**src/rtl/pipe_stage_ctrl_pkg.sv**
```systemverilog
// Shared pipeline-register types for the 5-stage RV32I core.
package pipe_stage_ctrl_pkg;

  localparam int NUM_STAGE_REGS = 4;
  localparam int VLD_IF_ID  = 0;
  localparam int VLD_ID_EX  = 1;
  localparam int VLD_EX_MEM = 2;
  localparam int VLD_MEM_WB = 3;

  typedef logic [NUM_STAGE_REGS-1:0] stage_valid_t;

  typedef struct packed {
    logic [31:0] Curr_Pc;
    logic [31:0] Curr_Instr;
  } if_id_reg;

  typedef struct packed {
    logic [31:0] Curr_Pc;
    logic [31:0] Rs1_Data;
    logic [31:0] Rs2_Data;
    logic [31:0] Imm;
    logic [4:0]  rs1;
    logic [4:0]  rs2;
    logic [4:0]  rd;
    logic [2:0]  funct3;
    logic [3:0]  Alu_Op;
    logic        RegWrite;
    logic        MemRead;
    logic        MemWrite;
    logic        Branch;
    logic        Jump;
    logic        JumpR;
  } id_ex_reg;

  typedef struct packed {
    logic [31:0] Curr_Pc;
    logic [31:0] Alu_Result;
    logic [31:0] Rs2_Data;
    logic [4:0]  rd;
    logic [2:0]  funct3;
    logic        RegWrite;
    logic        MemRead;
    logic        MemWrite;
  } ex_mem_reg;

  typedef struct packed {
    logic [31:0] Alu_Result;
    logic [31:0] Mem_Data;
    logic [4:0]  rd;
    logic        RegWrite;
    logic        MemToReg;
  } mem_wb_reg;

  // All-zero buffer contents: every control bit off, so no architectural effect.
  localparam if_id_reg  IF_ID_BUBBLE  = '0;
  localparam id_ex_reg  ID_EX_BUBBLE  = '0;
  localparam ex_mem_reg EX_MEM_BUBBLE = '0;
  localparam mem_wb_reg MEM_WB_BUBBLE = '0;

endpackage

```
**src/rtl/pipe_stage_ctrl_load_use_detect.sv**
```systemverilog
// Load-use hazard detect: load in EX whose rd feeds either source field in ID.
module load_use_detect
  import pipe_stage_ctrl_pkg::*;
(
  input  logic       id_ex_vld,
  input  logic       id_ex_mem_read,
  input  logic [4:0] id_ex_rd,
  input  logic [4:0] if_id_rs1,
  input  logic [4:0] if_id_rs2,
  output logic       lu
);

  // Both source fields are compared for every opcode; an occasional false stall is harmless.
  always_comb begin
    lu = id_ex_vld & id_ex_mem_read & (id_ex_rd != 5'd0)
         & ((id_ex_rd == if_id_rs1) | (id_ex_rd == if_id_rs2));
  end

endmodule

```
**src/rtl/pipe_stage_ctrl.sv**
```systemverilog
// Inter-stage buffers, valid bits, stall/bubble/flush control and perf counters.
module pipe_stage_ctrl
  import pipe_stage_ctrl_pkg::*;
#(
  parameter int CNT_W = 32
) (
  input  logic             clk,
  input  logic             reset,
  input  if_id_reg         if_id_d,
  input  id_ex_reg         id_ex_d,
  input  ex_mem_reg        ex_mem_d,
  input  mem_wb_reg        mem_wb_d,
  input  logic             br_taken,
  input  logic             mem_stall,
  output logic             pc_write,
  output if_id_reg         if_id_q,
  output id_ex_reg         id_ex_q,
  output ex_mem_reg        ex_mem_q,
  output mem_wb_reg        mem_wb_q,
  output stage_valid_t     valid_q,
  output logic [CNT_W-1:0] cycle_cnt,
  output logic [CNT_W-1:0] instret_cnt,
  output logic [CNT_W-1:0] stall_cnt
);

  if_id_reg     if_id_n;
  id_ex_reg     id_ex_n;
  ex_mem_reg    ex_mem_n;
  mem_wb_reg    mem_wb_n;
  stage_valid_t vld_pipe, vld_n;
  logic         lu;

  assign valid_q = vld_pipe;

  load_use_detect u_lud (
    .id_ex_vld      (vld_pipe[VLD_ID_EX]),
    .id_ex_mem_read (id_ex_q.MemRead),
    .id_ex_rd       (id_ex_q.rd),
    .if_id_rs1      (if_id_q.Curr_Instr[19:15]),
    .if_id_rs2      (if_id_q.Curr_Instr[24:20]),
    .lu             (lu)
  );

  // Next-state select: memory freeze > branch flush > load-use bubble > advance.
  always_comb begin
    if_id_n  = if_id_q;
    id_ex_n  = id_ex_q;
    ex_mem_n = ex_mem_q;
    mem_wb_n = mem_wb_q;
    vld_n    = vld_pipe;
    pc_write = 1'b1;
    if (mem_stall) begin
      pc_write = 1'b0;
    end else if (br_taken) begin
      if_id_n  = IF_ID_BUBBLE;
      id_ex_n  = ID_EX_BUBBLE;
      ex_mem_n = ex_mem_d;
      mem_wb_n = mem_wb_d;
      vld_n    = {vld_pipe[2], vld_pipe[1], 2'b00};
    end else if (lu) begin
      id_ex_n  = ID_EX_BUBBLE;
      ex_mem_n = ex_mem_d;
      mem_wb_n = mem_wb_d;
      vld_n    = {vld_pipe[2], vld_pipe[1], 1'b0, vld_pipe[0]};
      pc_write = 1'b0;
    end else begin
      if_id_n  = if_id_d;
      id_ex_n  = id_ex_d;
      ex_mem_n = ex_mem_d;
      mem_wb_n = mem_wb_d;
      vld_n    = {vld_pipe[2:0], 1'b1};
    end
    // PC must be free to load the reset vector while held in reset.
    if (!reset) pc_write = 1'b1;
  end

  // Buffer and valid registers; reset discards everything in flight.
  always_ff @(posedge clk or negedge reset) begin
    if (!reset) begin
      if_id_q  <= IF_ID_BUBBLE;
      id_ex_q  <= ID_EX_BUBBLE;
      ex_mem_q <= EX_MEM_BUBBLE;
      mem_wb_q <= MEM_WB_BUBBLE;
      vld_pipe <= '0;
    end else begin
      if_id_q  <= if_id_n;
      id_ex_q  <= id_ex_n;
      ex_mem_q <= ex_mem_n;
      mem_wb_q <= mem_wb_n;
      vld_pipe <= vld_n;
    end
  end

  // Free-running perf counters, wrapping at 2**CNT_W.
  always_ff @(posedge clk or negedge reset) begin
    if (!reset) begin
      cycle_cnt   <= '0;
      instret_cnt <= '0;
      stall_cnt   <= '0;
    end else begin
      cycle_cnt <= cycle_cnt + CNT_W'(1);
      if (vld_pipe[VLD_MEM_WB] && !mem_stall) instret_cnt <= instret_cnt + CNT_W'(1);
      if (mem_stall || (lu && !br_taken))     stall_cnt   <= stall_cnt + CNT_W'(1);
    end
  end

endmodule

```
**config.mk**
```make
export PLATFORM = sky130hd
export DESIGN_NAME = pipe_stage_ctrl
export DESIGN_NICKNAME = d
export VERILOG_FILES = /design/src/rtl/pipe_stage_ctrl_pkg.sv /design/src/rtl/pipe_stage_ctrl_load_use_detect.sv /design/src/rtl/pipe_stage_ctrl.sv
export SDC_FILE = /design/constraint.sdc
export NUM_CORES = 1
export LEC_CHECK = 0
export BUFFER_PORTS_ARGS = -buffer_cell sky130_fd_sc_hd__buf_2
export CORE_AREA = 2 2 348 350
export DETAILED_ROUTE_END_ITERATION = 16
export DIE_AREA = 0 0 350 352
export GPL_ROUTABILITY_DRIVEN = 0
export GPL_TIMING_DRIVEN = 0
export HOLD_SLACK_MARGIN = 0.03
export PLACE_DENSITY_LB_ADDON = 0.08
export SKIP_LAST_GASP = 1
export SYNTH_ARGS = -nofsm -noshare
export SYNTH_HDL_FRONTEND = slang
export SYNTH_SLANG_ARGS = --single-unit
```
**constraint.sdc**
```tcl
create_clock -name clk -period 2.25 [get_ports clk]
set_clock_uncertainty 0.2 [all_clocks]
set_input_delay 0.225 -clock clk [delete_from_list [all_inputs] [get_ports clk]]
set_output_delay 0.225 -clock clk [all_outputs]
set_load 0.05 [all_outputs]
```
==> run summary, run 1 <==
Outcome - finished, violations left
Failing checks - negative hold slack, negative setup slack
Routed vias/inst - 3.862
Synth top area share - 64.50%
Setup WS pre-CTS - -0.8383 ns
Nets - 3,257
Synth Flop Type - dfrtp_1
Final period utilization - 125.6%
Vias in the first global route - 18,945
Syn Inst Count - 1,409
CP Launch Type - flip-flop
Clk buf depth - 3
Fin. max-slew vios - 0
DP Cell Count - 3,925
Max-Cap Viols - 0
CP required - 1.82 ns
Clk pwr share - 39.0%
Rel. slew slack - 24.59%
Pre-antenna DRT Iters - 4
Total wire length - 90.45 mm
Std cell rows - 127
H-tree levels - 3
Fin Hold WS - -0.6038 ns
Switching power - 9.652 mW
Combinational power share - 24.5%
Final setup fails - 243
Count of cell types in the netlist - 43
Area grow syn2layout - 78.09%
Vias - 17,449
Final worst setup slack - -0.5759 ns
Mapped Area - 0.01932 mm2
Wirelength per Cell - 20.02 um
Async SR Flop Fraction - 100.0%
Starting density of the core - 16.19%
Pin count of the biggest net entering global routing - 108
Layout cells sized above 1 - 49.24%
IO Count - 901
Top area cells in the synthesized netlist - dfrtp_1 (64%), mux2_2 (11%), a22o_1 (7.1%)
Endpoint class of the critical path - output port
Sw Ratio - 34.22%
Clock transition at path regs - 0.06 ns
RSZ-0062 raised after global routing - true
Syn_nets - 1,814
Initial antenna violation count - 8
Die H - 352 um
Clk Tree Root Cell - clkbuf_16
Drt drc - 0
Reg power frac - 36.5%
Clock Sinks - 498
Most frequent cells in the layout - buf_2 (898), dfrtp_1 (467), dlygate4sd3_1 (399)
Post-route minimum period - 2.826 ns
Hold Path Class - in -> async
PwrDens - 819.8 mW/mm2
Achievable Freq - 0.3539 GHz
Commonest non-fill, non-tap cell in the layout - buf_2
Number of CTS-inserted buffers - 70
Leakage power - 16.35 nW
Critical Path Fanout Max - 5
Core area - 0.1193 mm2
Syn avg cell area - 13.71 um2
CP Launch Point - id_ex_q[13]
# port buffers - 899
Die X - 350 um
VDD IR max - 0.0005675 V
Post-synth EDFFs - 0
Final Hold Viols - 159
Die area - 0.1232 mm2
Yosys warns - 0
Seq/Total Area, Yosys - 64.50%
HPWL after DPL - 67.42 mm
Global-route usage over all layers - 14.16%
CTS tree - yes
Grt total ovfl - 0
Post-route non-filler standard cell count - 4,518
Crit Path Class - reg -> out
FF-to-FF Start - id_ex_q[13]
Antenna Violating Nets Remaining - 0
Iteration-0 DRC Markers - 651
Synth Register Bits - 498
Worst skew pair latency - 0.63 ns
Yosys top cell by area - dfrtp_1
Crit path DAT - 2.40 ns
Int Power - 18.56 mW
Slew @ Worst Pin - 1.131 ns
First-pass GRT wire length - 129.8 mm
worst paths after layout:
kind                       slack (ns)  depth (start not counted)         endpoint
setup / recovery                -0.58                          6         pc_write
hold / removal                  -0.60                          1  instret_cnt[11]
setup reg to reg                -0.44                         10     id_ex_q[111]
hold reg to reg                  0.27                          1  instret_cnt[31]
max in group asynchronous        0.67                          4     mem_wb_q[20]
min in group clk                 0.09                          3      if_id_q[55]
layout make-up:
class / instances / area [um2]
fill: 12479 / 84930
clock buffer: 105 / 2044
clock inverter: 19 / 219.0
buffer: 78 / 611.8
inverter: 5 / 18.77
multi-input combinational: 816 / 6945
timing repair buffer: 1383 / 10050
antenna: 2 / 5.005
tap: 1612 / 2017
sequential: 498 / 12500
power by group through the flow:
stage / clock, mW / sequential, mW / combinational (mW)
4_1_cts: 11.5 / 10.3 / 6.80
3_3_place_gp: 0 / 10.4 / 5.90
5_1_grt: 11.9 / 10.4 / 7.29
6_report: 11.0 / 10.3 / 6.91
2_1_floorplan: 0 / 13.0 / 1.12
3_5_place_dp: 0 / 10.4 / 5.94
sequential cells by signal, indices dropped and copies added (netlist names):
register     cells
cycle_cnt       32
stall_cnt       32
valid_q          4
mem_wb_q        71
id_ex_q        156
if_id_q         64
ex_mem_q       107
instret_cnt     32
through the flow:
step	setup TNS (ns)	cell area, um2	utilization (%)	total power [mW]
after floorplan	-1.826	19390	-	14.16
after global placement	-5510.63	25900	21.71	16.33
after detailed placement	-218.21	26050	21.83	16.38
after CTS	-95.36	33280	27.89	28.60
after global routing	-88.01	34400	28.83	29.59
final	-73.61	34410	28.83	28.21
synthesized netlist by cell type (8+ instances only):
cell type	count
clkbuf_1	54
nor3_1	8
xnor2_1	61
nand4_1	29
a22o_1	157
a22oi_1	65
o21ai_1	43
nand3_1	36
nand2_1	100
mux2_2	181
xor2_1	41
nor2_1	23
o21ai_0	21
and3_1	15
dfrtp_1	498
buf_2	14
buf_4	16
layer usage:
layer | part of all wire, % | vias to the layer above | global-route usage, %
met4 | 2.9 | 4 | 4.672
met1 | 38 | 8695 | 15.97
li1 | - | 8025 | -
met5 | 0.028 | - | 0
met2 | 51 | 598 | 24.94
met3 | 7.8 | 127 | 4.631
logic make-up after synthesis:
family                     count (synthesis)  share of synthesized area (%)
AOI/OAI and AO/OA                        291                          11.51
xor gates and xnor gates                 102                          4.624
adders and majority gates                  3                         0.1943
buffers and inverters                     95                          2.403
DFF                                      498                          64.50
muxes                                    181                          10.55
and+or+nand+nor                          239                          6.217
critical path, stage by stage, from the launching register on:
cell	delay [ns]
dfrtp_2	0.45
or4_4	0.60
o211ai_4	0.23
o31ai_4	0.12
clkbuf_16	0.17
nand2_4	0.06
buf_8	0.15
timing repair:
| action | CTS | global route |
|---|---|---|
| endpoints found under the hold margin | 589 | 127 |
| cloned | 14 | 11 |
| gates resized for setup | 83 | 189 |
| buffers inserted | 21 | 38 |
| hold buffers | 398 | 1 |
| setup endpoints to repair | 279 | 291 |
| pin swaps | 7 | 37 |
Note: power is estimated with default switching activity, not from simulation.
==> inputs of run 2 (changes only) <==
--- a/config.mk
+++ b/config.mk
@@ -13,7 +13,6 @@
 export GPL_TIMING_DRIVEN = 0
 export HOLD_SLACK_MARGIN = 0.03
 export PLACE_DENSITY_LB_ADDON = 0.08
-export SKIP_LAST_GASP = 1
 export SYNTH_ARGS = -nofsm -noshare
 export SYNTH_HDL_FRONTEND = slang
 export SYNTH_SLANG_ARGS = --single-unit
==> run 2 against run 1 <==
  * Combinational power about the same
  * Largest power group unchanged
  * Worst hold slack improved by 0.0063 ns
  * Die area stayed put
  * Final cell count hardly changed
  * The flow still finishes with violations (negative hold slack, negative setup slack)
  * Global-route usage is essentially flat
  * Highest routed layer unchanged
  * Sequential share of layout area is essentially flat
  * Critical path depth unchanged
  * Critical path type unchanged
  * Sequential cell count unchanged
  * Wire length up 0.11%
  * Non-clock buffer count is 2 lower
  * Register-to-register slack about the same
==> run summary, run 2 (synthesis results as in run 1) <==
Met3 WL post-DR - 7.130 mm
Crit Path Class - reg -> out
Leakage power - 16.33 nW
Final core utilization - 28.80%
Clock transition at path regs - 0.06 ns
Antenna Violating Nets Remaining - 0
H-tree levels - 3
Pre-antenna DRT Iters - 4
PwrDens - 820.6 mW/mm2
Layout cells sized above 1 - 49.24%
Top sig layer - met5
Iteration-0 DRC Markers - 593
Grt total ovfl - 0
VDD IR max - 0.0005670 V
Critical Path Fanout Max - 5
CTS tree - yes
Worst skew pair latency - 0.63 ns
Initial antenna violation count - 8
Global-route usage over all layers - 14.16%
Die H - 352 um
Final setup fails - 243
First-pass GRT wire length - 129.8 mm
Outcome - finished, violations left
Endpoint class of the critical path - output port
Combinational power share - 24.5%
Max reg flops - 156
CP required - 1.82 ns
Die X - 350 um
Die area - 0.1232 mm2
Fin. max-slew vios - 0
Crit path DAT - 2.40 ns
Wirelength per Cell - 20.05 um
Sw Ratio - 34.23%
Reg-to-Reg End - id_ex_q[111]
DP Cell Count - 3,925
Post-route minimum period - 2.824 ns
RSZ-0062 raised after global routing - true
# port buffers - 899
Final Hold Viols - 159
IO Count - 901
CP Launch Type - flip-flop
Routed length on met1 - 34.78 mm
R2r setup slk - -0.44 ns
Std cell rows - 127
Top Registers - id_ex_q: 156 flops, ex_mem_q: 107 flops, mem_wb_q: 71 flops
Switching power - 9.654 mW
Pin count of the biggest net entering global routing - 108
Fillers - 12,483
Vias - 17,433
Commonest non-fill, non-tap cell in the layout - buf_2
Int Power - 18.55 mW
Reg2Reg Depth - 10
Total wire length - 90.55 mm
Power consumption - 28.20 mW
Nets - 3,255
Biggest register - id_ex_q
FF+latch area - 0.01250 mm2
Hold Path Class - in -> async
Clk buf depth - 3
WL met2 - 46.01 mm
Final period utilization - 125.5%
Clock Sinks - 498
HPWL after DPL - 67.42 mm
Vias in the first global route - 18,955
Setup WS pre-CTS - -0.8383 ns
Achievable Freq - 0.3541 GHz
Core area - 0.1193 mm2
FF-to-FF Start - id_ex_q[13]
Starting density of the core - 16.19%
Final worst setup slack - -0.5742 ns
Failing checks - negative hold slack, negative setup slack
Routed vias/inst - 3.860
Post-route non-filler standard cell count - 4,516
Multi-input logic area - 0.006944 mm2
Clk Tree Root Cell - clkbuf_16
Reg power frac - 36.5%
Area grow syn2layout - 77.90%
Fin Hold WS - -0.5975 ns
Setup_tns - -73.54 ns
Rel. slew slack - 11.93%
Number of CTS-inserted buffers - 70
Drt drc - 0
Clk pwr share - 39.0%
Most frequent cells in the layout - buf_2 (898), dfrtp_1 (467), dlygate4sd3_1 (399)
Max-Cap Viols - 0
Slew @ Worst Pin - 1.321 ns
## run 2: per-stage QoR
stage	area (um2)	hold WS, ns
after floorplan	19390	-0.2706
after global placement	25900	0.2442
after detailed placement	26050	0.07883
after CTS	33300	-0.6180
after global routing	34370	-0.5940
final	34370	-0.5975
## run 2: worst max path at each step
stage / from / end / slack [ns] / cells after the start
floorplan: id_ex_q[15] / stall_cnt[29] / -0.02 / 7
CTS: id_ex_q[13] / pc_write / -0.64 / 6
finish: id_ex_q[13] / pc_write / -0.57 / 6
global placement: reset / stall_cnt[2] / -11.54 / 1
global route: if_id_q[20] / pc_write / -0.67 / 7
detailed placement: mem_stall / id_ex_q[20] / -0.84 / 4
## run 2: cell type report
cell class | count | share of cell area [%]
inverter | 5 | 0.05460
buffer | 79 | 1.838
tap | 1612 | 5.868
sequential | 498 | 36.37
clock inverter | 19 | 0.6370
antenna | 2 | 0.01456
timing repair buffer | 1380 | 29.07
multi-input combinational | 816 | 20.20
clock buffer | 105 | 5.948
## run 2: repair_timing
| action | 4_1_cts | 5_1_grt |
|---|---|---|
| endpoints found under the setup margin | 279 | 291 |
| resized for setup | 90 | 181 |
| pin swaps | 7 | 38 |
| hold buffers | 398 | 1 |
| gates cloned | 14 | 11 |
| setup buffers | 21 | 35 |
| endpoints found under the hold margin | 589 | 127 |
## run 2: routing by layer
metal / vias to the layer above / GRT usage, %
met4: 4 / 4.672
li1: 8013 / -
met1: 8687 / 15.96
met5: - / 0
met2: 605 / 24.95
met3: 124 / 4.631
## run 2: worst max-delay path: stages (launching register included)
cell and delay, ns:
dfrtp_2 0.45, or4_4 0.60, o211ai_4 0.23, o31ai_4 0.12, clkbuf_16 0.17, nand2_4 0.06, buf_8 0.15
## run 2: power by group through the flow
stage / registers, mW / clock network, mW / logic (mW)
after floorplan: 13.0 / 0 / 1.12
after detailed placement: 10.4 / 0 / 5.94
after global routing: 10.4 / 11.9 / 7.28
after global placement: 10.4 / 0 / 5.90
final: 10.3 / 11.0 / 6.90
after CTS: 10.3 / 11.5 / 6.80
==> inputs of run 3 (changes only) <==
--- a/config.mk
+++ b/config.mk
@@ -6,13 +6,16 @@
 export NUM_CORES = 1
 export LEC_CHECK = 0
 export BUFFER_PORTS_ARGS = -buffer_cell sky130_fd_sc_hd__buf_2
-export CORE_AREA = 2 2 348 350
+export CORE_AREA = 2 2 350 352
+export CTS_BUF_LIST = sky130_fd_sc_hd__clkbuf_8
 export DETAILED_ROUTE_END_ITERATION = 16
-export DIE_AREA = 0 0 350 352
+export DIE_AREA = 0 0 352 354
 export GPL_ROUTABILITY_DRIVEN = 0
 export GPL_TIMING_DRIVEN = 0
 export HOLD_SLACK_MARGIN = 0.03
 export PLACE_DENSITY_LB_ADDON = 0.08
+export REMOVE_ABC_BUFFERS = 1
+export SLEW_MARGIN = 10
 export SYNTH_ARGS = -nofsm -noshare
 export SYNTH_HDL_FRONTEND = slang
 export SYNTH_SLANG_ARGS = --single-unit
==> run 3 against run 2 <==
  * The flow now stops in 4_1_cts
  * Synthesized cell count is the same
  * Area after synthesis unchanged
==> run summary, run 3 <==
H-tree levels - 3
Die H - 354 um
Failed at - 4_1_cts
Syn avg cell area - 13.71 um2
Mapped Area - 0.01932 mm2
Postcts setup bufs - 39
Top area cells in the synthesized netlist - dfrtp_1 (64%), mux2_2 (11%), a22o_1 (7.1%)
Starting density of the core - 15.98%
Syn Inst Count - 1,409
Clk buf depth - 3
IO Count - 901
Top-count cell post-synth - dfrtp_1
Synth Register Bits - 498
# port buffers - 900
Count of cell types in the netlist - 43
Placed cell areas - 0.02595 mm2
HPWL after DPL - 58.81 mm
Std cell rows - 128
Async SR Flop Fraction - 100.0%
Post-synth EDFFs - 0
PostCTS Resize Cnt - 82
Yosys warns - 0
Clk Tree Root Cell - clkbuf_8
Clock Sinks - 498
Outcome - did not finish
Synth top area share - 64.50%
Post-synth top cells - dfrtp_1 (498), mux2_2 (181), a22o_1 (157)
Synth Flop Type - dfrtp_1
Seq/Total Area, Yosys - 64.50%
Number of CTS-inserted buffers - 103
Die X - 352 um
CTS Hold Bufs - 821
Error message - [ERROR RSZ-0060] Max buffer count reached.
Yosys top cell by area - dfrtp_1
run 3: metrics by stage:
stage	util [%]	setup slack [ns]	hold slack, ns	instances
after floorplan	-	-5.042	-0.2706	1319
after global placement	21.02	-20.20	0.2468	3844
after detailed placement	21.46	-2.295	0.03197	3867
run 3: cell families after synthesis:
group / share of synthesized area [%]
AO/OA/AOI/OAI: 11.51
XOR/XNOR: 4.624
adder cells (fa/ha/maj): 0.1943
buffers and inverters: 2.403
flip-flops: 64.50
multiplexers: 10.55
AND/OR/NAND/NOR: 6.217
==> inputs of run 4 (changes only) <==
--- a/config.mk
+++ b/config.mk
@@ -6,14 +6,12 @@
 export NUM_CORES = 1
 export LEC_CHECK = 0
 export BUFFER_PORTS_ARGS = -buffer_cell sky130_fd_sc_hd__buf_2
-export CORE_AREA = 2 2 350 352
-export CTS_BUF_LIST = sky130_fd_sc_hd__clkbuf_8
+export CORE_AREA = 2 2 346 348
 export DETAILED_ROUTE_END_ITERATION = 16
-export DIE_AREA = 0 0 352 354
+export DIE_AREA = 0 0 348 350
 export GPL_ROUTABILITY_DRIVEN = 0
 export GPL_TIMING_DRIVEN = 0
-export HOLD_SLACK_MARGIN = 0.03
-export PLACE_DENSITY_LB_ADDON = 0.08
+export PLACE_DENSITY_LB_ADDON = 0.15
 export REMOVE_ABC_BUFFERS = 1
 export SLEW_MARGIN = 10
 export SYNTH_ARGS = -nofsm -noshare
==> constraint.sdc (replaced) <==
create_clock -name clk -period 2.95 [get_ports clk]
set_clock_uncertainty 0.2 [all_clocks]
set_input_delay 0.295 -clock clk [delete_from_list [all_inputs] [get_ports clk]]
set_output_delay 0.295 -clock clk [all_outputs]
set_load 0.05 [all_outputs]
==> run 4 against run 3 <==
  * The flow now finishes, with violations (negative hold slack)
==> run summary, run 4 (synthesis results as in run 1) <==
Outcome - finished, violations left
Failing checks - negative hold slack
Final Hold Viols - 21
CP peak stage delay - 0.62 ns
Achievable Freq - 0.3477 GHz
Antenna Violating Nets Remaining - 0
Multi-input logic area - 0.006511 mm2
CTS tree - yes
H-tree levels - 3
Fin Hold WS - -0.03026 ns
Total wire length - 80.46 mm
Pre-antenna DRT Iters - 7
Cells along the critical path - or4_4, o211ai_4, buf_6, o31ai_4, nand2_1, buf_6
Routed vias/inst - 3.933
Wirelength per Cell - 18.37 um
Crit path DAT - 2.38 ns
Starting density of the core - 16.41%
Fillers - 12,293
# port buffers - 900
Number of CTS-inserted buffers - 66
Max-Cap Viols - 0
RSZ-0062 raised after global routing - true
Nets - 3,199
Power consumption - 20.73 mW
Die X - 348 um
Layout cells sized above 1 - 44.72%
Final core utilization - 28.06%
Vias in the first global route - 18,586
Final setup fails - 0
Max reg flops - 156
Worst path buffer plus inverter count - 2
Pin count of the biggest net entering global routing - 118
VDD IR max - 0.0004475 V
Biggest register - id_ex_q
PwrDens - 627.4 mW/mm2
Drt drc - 0
Critical Path Fanout Max - 4
Rel. slew slack - 34.36%
Stages on the worst setup path - 6
CP required - 2.46 ns
FF+latch area - 0.01247 mm2
Die H - 350 um
Most frequent cells in the layout - buf_2 (896), dfrtp_1 (490), dlygate4sd3_1 (446)
Clock Sinks - 498
Clk Tree Root Cell - clkbuf_16
Worst skew pair latency - 0.61 ns
Hold Path Class - in -> async
Iteration-0 DRC Markers - 919
Commonest non-fill, non-tap cell in the layout - buf_2
Crit Path Class - reg -> out
First-pass GRT wire length - 116.4 mm
Setup_tns - 0 ns
Slew @ Worst Pin - 0.9813 ns
Global-route usage over all layers - 12.38%
Final period utilization - 97.49%
Reg2Reg Depth - 12
Core area - 0.1178 mm2
Post-route minimum period - 2.876 ns
Top delay family on crit path - simple AND/OR/NAND/NOR gates
CP Launch Type - flip-flop
Die area - 0.1218 mm2
Clock transition at path regs - 0.06 ns
Endpoint class of the critical path - output port
Top Registers - id_ex_q: 156 flops, ex_mem_q: 107 flops, mem_wb_q: 71 flops
Leakage power - 15.92 nW
Area grow syn2layout - 71.01%
Vias - 17,224
Std cell rows - 126
Initial antenna violation count - 3
CP most frequent cell - buf_6
Fin. max-slew vios - 0
Critical-path top delay cell - or4_4
Grt total ovfl - 0
Clk buf depth - 3
IO Count - 901
HPWL after DPL - 55.45 mm
## run 4: area by class of cell
cell class	count	area share (%)
sequential	498	37.76
timing repair buffer	1406	30.27
multi-input combinational	817	19.71
clock buffer	100	5.934
tap	1536	5.817
clock inverter	16	0.4544
inverter	5	0.05680
antenna	1	0.007574
## run 4: final timing paths
path | startpoint | endpoint | slack [ns]
max in group asynchronous | reset | id_ex_q[88] | 1.19
worst max-delay path | id_ex_q[17] | pc_write | 0.07
worst max register to register | id_ex_q[13] | id_ex_q[57] | 0.15
worst min-delay path | reset | id_ex_q[146] | -0.03
worst min register to register | instret_cnt[31] | instret_cnt[31] | 0.26
min in group clk | mem_stall | id_ex_q[15] | 0.04
## run 4: worst register-to-register path, cell delays in order (launching register included)
cell	delay [ns]
dfrtp_2	0.47
xor2_1	0.20
nor3_2	0.31
a22oi_2	0.20
buf_4	0.19
nor2_4	0.10
buf_12	0.13
nor3_4	0.06
buf_6	0.16
buf_4	0.16
clkbuf_16	0.18
buf_4	0.13
a22o_1	0.17
## run 4: where the power goes
group          leakage (nW)  internal (mW)  switching [mW]  total, mW
sequential             6.26           7.42           0.422       7.84
clock                  1.04           4.68            3.16       7.85
combinational          8.62           1.65            3.39       5.04
total                  15.9           13.8            6.98       20.7
## run 4: what timing repair did
item	in CTS	in global routing
hold endpoints to repair	621	30
endpoints found under the setup margin	254	185
resized for setup	20	11
pin swaps	8	6
setup buffers	16	12
gates cloned	3	6
hold buffers	450	4
## run 4: metrics by stage
stage	hold WS [ns]	setup slack, ns	instance area [um2]	cells
final	-0.03026	0.07390	33040	4379
after global routing	-0.05062	-0.08614	33040	4379
after CTS	-0.07882	-0.09657	32720	4357
after detailed placement	-0.04577	-1.413	25800	3775
after global placement	0.2589	-18.54	25300	3755
after floorplan	-0.2006	-4.342	18880	1319
## run 4: routing by layer
metal | up-vias | routed length (um) | global-route usage [%]
met4 | 4 | 3005 | 4.992
li1 | 7889 | - | -
met2 | 692 | 40960 | 21.92
met5 | - | 27 | 0
met1 | 8506 | 30390 | 13.66
met3 | 133 | 6075 | 3.987
